<file path="config.mk">
export PLATFORM = sky130hd
export DESIGN_NAME = vec_wb_stage
export DESIGN_NICKNAME = d
export VERILOG_FILES = /design/src/rtl/vec_wb_pkg.sv /design/src/rtl/vec_wb_entry.sv /design/src/rtl/vec_wb_stage.sv
export SDC_FILE = /design/constraint.sdc
export NUM_CORES = 1
export LEC_CHECK = 0
export CORE_AREA = 5 5 266 268
export CTS_BUF_LIST = sky130_fd_sc_hd__clkbuf_16
export DETAILED_ROUTE_END_ITERATION = 8
export DIE_AREA = 0 0 271 273
export MAX_ROUTING_LAYER = met4
export PLACE_DENSITY = 0.5
export SETUP_SLACK_MARGIN = 0.4
export SLEW_MARGIN = 20
export SYNTH_ARGS = -nofsm -noshare
export SYNTH_HDL_FRONTEND = slang
export SYNTH_SLANG_ARGS = --single-unit
</file>
<file path="constraint.sdc">
create_clock -name clk -period 3.95 [get_ports clk]
set_clock_uncertainty 0.15 [all_clocks]
set_input_delay 0.79 -clock clk [delete_from_list [all_inputs] [get_ports clk]]
set_output_delay 0.79 -clock clk [all_outputs]
set_load 0.02 [all_outputs]
</file>
<file path="src/rtl/vec_wb_pkg.sv">
// Shared types for the vector MEM->WB stage.
// Default geometry, FSM encoding and stored entry layout.
package vec_wb_pkg;

   localparam int N     = 20;
   localparam int LANES = 8;
   localparam int AW    = 4;

   typedef enum logic [1:0] {
      EMPTY = 2'd0,
      ONE   = 2'd1,
      TWO   = 2'd2
   } wb_state_t;

   typedef struct packed {
      logic [LANES-1:0][N-1:0] data;
      logic [AW-1:0]           wa3;
      logic                    regwrite;
      logic [LANES-1:0]        mask;
   } wb_entry_t;

endpackage

</file>
<file path="src/rtl/vec_wb_entry.sv">
// Load-enabled payload register holding one write-back entry.
// Used twice by the stage: MAIN and SKID.
module vec_wb_entry #(
   parameter int W = 1
) (
   input  logic         clk,
   input  logic         reset,
   input  logic         load,
   input  logic [W-1:0] d,
   output logic [W-1:0] q
);

   always_ff @(posedge clk) begin
      if (reset)
         q <= '0;
      else if (load)
         q <= d;
   end

endmodule

</file>
<file path="src/rtl/vec_wb_stage.sv">
// Vector MEM->WB stage: valid/ready skid buffer with result select,
// per-lane write mask, flush and a forwarding view of the head entry.
module vec_wb_stage #(
   parameter int N     = vec_wb_pkg::N,
   parameter int LANES = vec_wb_pkg::LANES,
   parameter int AW    = vec_wb_pkg::AW
) (
   input  logic                    clk,
   input  logic                    reset,
   input  logic                    flush,
   input  logic                    in_valid,
   output logic                    in_ready,
   input  logic [LANES-1:0][N-1:0] in_rd,
   input  logic [LANES-1:0][N-1:0] in_alu,
   input  logic [AW-1:0]           in_wa3,
   input  logic                    in_regwrite,
   input  logic                    in_memtoreg,
   input  logic [LANES-1:0]        in_mask,
   output logic                    out_valid,
   input  logic                    out_ready,
   output logic [LANES-1:0][N-1:0] out_wd,
   output logic [AW-1:0]           out_wa3,
   output logic                    out_regwrite,
   output logic [LANES-1:0]        out_mask,
   output logic                    fwd_hit_valid,
   output logic [AW-1:0]           fwd_addr,
   output logic [LANES-1:0][N-1:0] fwd_data,
   output logic [LANES-1:0]        fwd_mask,
   output logic [1:0]              occupancy
);

   import vec_wb_pkg::*;

   typedef struct packed {
      logic [LANES-1:0][N-1:0] data;
      logic [AW-1:0]           wa3;
      logic                    regwrite;
      logic [LANES-1:0]        mask;
   } entry_t;

   localparam int EW = $bits(entry_t);

   wb_state_t state, next_state;
   entry_t    in_e, main_d, main_q, skid_q;
   logic      main_ld, skid_ld, main_from_skid;
   logic      in_xfer, out_xfer;

   assign out_valid = (state != EMPTY);
   assign in_xfer   = in_valid & in_ready;
   assign out_xfer  = out_valid & out_ready;

   // Result select and write qualification happen once, at entry.
   always_comb begin
      for (int i = 0; i < LANES; i++)
         in_e.data[i] = in_memtoreg ? in_rd[i] : in_alu[i];
      in_e.wa3      = in_wa3;
      in_e.regwrite = in_regwrite & (|in_mask);
      in_e.mask     = in_mask;
   end

   always_comb begin
      next_state     = state;
      main_ld        = 1'b0;
      skid_ld        = 1'b0;
      main_from_skid = 1'b0;
      unique case (state)
         EMPTY: begin
            if (in_xfer) begin
               next_state = ONE;
               main_ld    = 1'b1;
            end
         end
         ONE: begin
            if (in_xfer && !out_xfer) begin
               next_state = TWO;
               skid_ld    = 1'b1;
            end else if (!in_xfer && out_xfer) begin
               next_state = EMPTY;
            end else if (in_xfer && out_xfer) begin
               main_ld    = 1'b1;
            end
         end
         TWO: begin
            if (out_xfer) begin
               next_state     = ONE;
               main_ld        = 1'b1;
               main_from_skid = 1'b1;
            end
         end
         default: next_state = EMPTY;
      endcase
      if (flush) begin
         next_state = EMPTY;
         main_ld    = 1'b0;
         skid_ld    = 1'b0;
      end
   end

   always_ff @(posedge clk) begin
      if (reset) begin
         state    <= EMPTY;
         in_ready <= 1'b1;
      end else begin
         state    <= next_state;
         in_ready <= (next_state != TWO);
      end
   end

   assign main_d = main_from_skid ? skid_q : in_e;

   vec_wb_entry #(.W(EW)) u_main (
      .clk   (clk),
      .reset (reset),
      .load  (main_ld),
      .d     (main_d),
      .q     (main_q)
   );

   vec_wb_entry #(.W(EW)) u_skid (
      .clk   (clk),
      .reset (reset),
      .load  (skid_ld),
      .d     (in_e),
      .q     (skid_q)
   );

   // Stale payload after a flush stays hidden behind out_valid.
   assign out_wd       = out_valid ? main_q.data : '0;
   assign out_wa3      = out_valid ? main_q.wa3  : '0;
   assign out_mask     = out_valid ? main_q.mask : '0;
   assign out_regwrite = out_valid & main_q.regwrite;

   assign fwd_hit_valid = out_regwrite;
   assign fwd_addr      = out_wa3;
   assign fwd_data      = out_wd;
   assign fwd_mask      = out_mask;

   always_comb begin
      occupancy = 2'd0;
      unique case (state)
         ONE:     occupancy = 2'd1;
         TWO:     occupancy = 2'd2;
         default: occupancy = 2'd0;
      endcase
   end

endmodule

</file>
==> reports/metrics.cfg, run 1 <==
[final_layout]
area_delta_synth_final_pct=43.6
fin_cells=3457
drive_above_1_share_pct=7.27
most-common-layout-cells=clkdlybuf4s50_1 (679), nand2_1 (372), dfxtp_1 (348), nor2_1 (175), a21oi_1 (175)
fill_cells=6809
final_common_cell=clkdlybuf4s50_1
nNetsFinal=2880

[critical_path]
critical_path_class=reg -> out
critPathRequiredTime_ps=3010
end_kind=output port
critPathLaunchType=flop
critPathMaxFanout=51
cp.arrival_ps=2510

[status]
outcome=finished clean

[routing]
dr_wl_met2_um=32900
firstDrtPassIters=5
ant_nets=0
met1_length_um=27000
first_iter_violations=901
num_vias=16056
drcViolationCount=0
maxUsedRoutingLayer=met4
wl_um=63700
vias_per_cell=4.64
wl_met3_um=2710
wl_per_cell_um=18.4

[grt]
grt_usage_pct=16.6
grt_pass1_wl_um=96200
grt_start_max_net_pins=190
antenna_found_initial=3
first_global_vias=16051
gr-total-overflow=0

[cts]
clock-sinks=349
ctsLongestPathBuffers=3
cts_tree=built
cts_buffers=43
clk_latency_ps=540
clk_pin_slew_worst_paths_ps=60
cts-root-buf=clkbuf_16
cts_max_level=2

[power]
power.switching_uw=2200
p_comb_share_pct=14.6
max-vdd-ir-drop_v=0.000241
clkPwrFrac_pct=42.4
powerDensity_nw_per_um2=335
intPower_uw=6390
swShare_pct=25.6
cellLeakagePower_uw=0.00949
seqPwrFrac_pct=43.1

[placed_design]
dp_cells=3374
portBuffers=688
hpwl_um=46100
gp_congestion=0.788

[logic_synthesis]
synth_compound_area_share_pct=21.2
synth_xor_area_share_pct=0.0490
postSynthAreaPerCell_sq_um=8.44
synthMuxAreaShare_pct=8.97
ys_top_cells_by_area=dfxtp_1 (39%), mux2i_1 (9.0%), buf_4 (8.3%)
synth_top_family_by_area=compound AO/OA/AOI/OAI gates
syn_inst=2117
synthSimpleGateAreaFrac_pct=18.1
synth.distinct_cells=33
synthAdderAreaFrac_pct=0
syn_area_sq_um=17900
yosys_warnings=0
ys_seq_elements=349
yosysSeqAreaShare_pct=39.1
synth_nets=2456
yosysTopAreaCellShare_pct=39.1
yosys.area.top_type=dfxtp_1

[sta]
finalCriticalPeriod_ps=3450
slew-limit-headroom_pct=35.6
tns_ps=0
slew_violations=0
hold_viol=0
tightestPinTransition_ps=966
setup_violations=0
period_share_pct=87.4
fmax_mhz=290
rsz0062_at_grt=false

[die]
die_area_sq_um=74000
die_y_um=273
die_x_um=271
std_cell_rows=96
start_util_pct=26.2
ios=689
coreArea_sq_um=68100

[job]
cap_violations=0

[min_path]
hold_path_class=reg -> reg

==> final cells by class <==
cell class	count	area, sq um	share of cell area (%)
Multi-Input combinational cell	1407	8680	33.8
Timing Repair Buffer	740	7570	29.5
Sequential cell	349	6990	27.3
Clock buffer	45	1130	4.39
Tap cell	882	1100	4.30
Clock inverter	31	164	0.639
Antenna cell	3	7.51	0.0293
==> synth_stat cells, drive strengths merged <==
cell / number
a211oi: 161
a21boi: 1
a21oi: 175
a2bb2oi: 1
a311oi: 12
and2: 174
and2b: 1
and4: 1
and4bb: 1
buf: 272
clkbuf: 90
dfxtp: 349
mux2i: 160
nand2: 372
nand2b: 1
nand3b: 1
nand4: 1
nor2: 175
nor2b: 1
nor3: 1
nor4: 2
o211ai: 160
o21a: 1
o2bb2ai: 1
or2: 2
xnor2: 1
==> logic make-up after synthesis <==
group                     count (synthesis)
AOI/OAI and AO/OA                       512
xor gates and xnor gates                  1
buffers and inverters                   362
DFF                                     349
muxes                                   160
and+or+nand+nor                         733
==> metrics by stage <==
| stage | setup slack, ps | total power (uW) | instance area, sq um | hold WS, ps | utilization, % |
|---|---|---|---|---|---|
| 3_3_place_gp | 825 | 5010 | 24300 | 283 | 35.6 |
| 4_1_cts | 460 | 8760 | 25600 | 298 | 37.6 |
| 6_report | 496 | 8580 | 25600 | 293 | 37.6 |
| 2_1_floorplan | 1580 | 4410 | 17900 | 277 | - |
| 5_1_grt | 401 | 8990 | 25600 | 313 | 37.6 |
| 3_5_place_dp | 772 | 5040 | 24300 | 290 | 35.6 |
==> layer usage <==
metal | global-route usage [%] | up-vias
met1 | 20.2 | 7544
met2 | 29.2 | 444
met4 | 3.85 | 0
met5 | - | -
met3 | 2.51 | 78
li1 | - | 7990
==> power by group through the flow <==
stage	logic [uW]	registers (uW)	clock network (uW)
6_report	1250	3700	3640
5_1_grt	1360	3710	3920
4_1_cts	1270	3700	3790
3_5_place_dp	1260	3770	0
3_3_place_gp	1240	3770	0
2_1_floorplan	655	3760	0
==> worst paths after layout <==
check | depth (start not counted) | slack, ps | to | start
worst max register to register | 5 | 1650 | u_skid.q[53]$_SDFFE_PP0P_ | state[0]$_SDFF_PP0_
worst min-delay path | 2 | 290 | u_main.q[20]$_SDFFE_PP0P_ | u_main.q[20]$_SDFFE_PP0P_
worst min register to register | 2 | 290 | u_main.q[20]$_SDFFE_PP0P_ | u_main.q[20]$_SDFFE_PP0P_
worst max-delay path | 5 | 500 | fwd_data[6] | state[0]$_SDFF_PP0_
==> what timing repair did <==
| action | 4_1_cts | 5_1_grt |
|---|---|---|
| pin swaps | 1 | 0 |
| buffers inserted | 3 | 0 |
| gates resized for setup | 2 | 7 |
| hold buffers | 0 | 0 |
| setup endpoints to repair | 179 | 7 |
| gates cloned | 1 | 0 |
==> worst max-delay path, cell delays in order (launching register included) <==
cell             delay, ps
dfxtp_1                450
or2_4                  210
buf_12                 140
buf_12                 220
and2_1                 270
clkdlybuf4s50_1        640
==> sequential cells by signal, summed over array words and instances, names as in the netlist <==
signal,flops
u_skid.q,173
in_ready,1
u_main.q,173
state,2
Power figures use the tool's default switching activity.
==> run 2: changes to the inputs <==
GPL_ROUTABILITY_DRIVEN = 0   (was default)
==> results of run 2 <==
Final layout, timing and power as in run 1 (identical DEF).
==> run 3: changes to the inputs <==
CTS_CLUSTER_SIZE = 40   (was default)
==> results of run 3 <==
Final layout, timing and power as in run 1 (identical DEF).
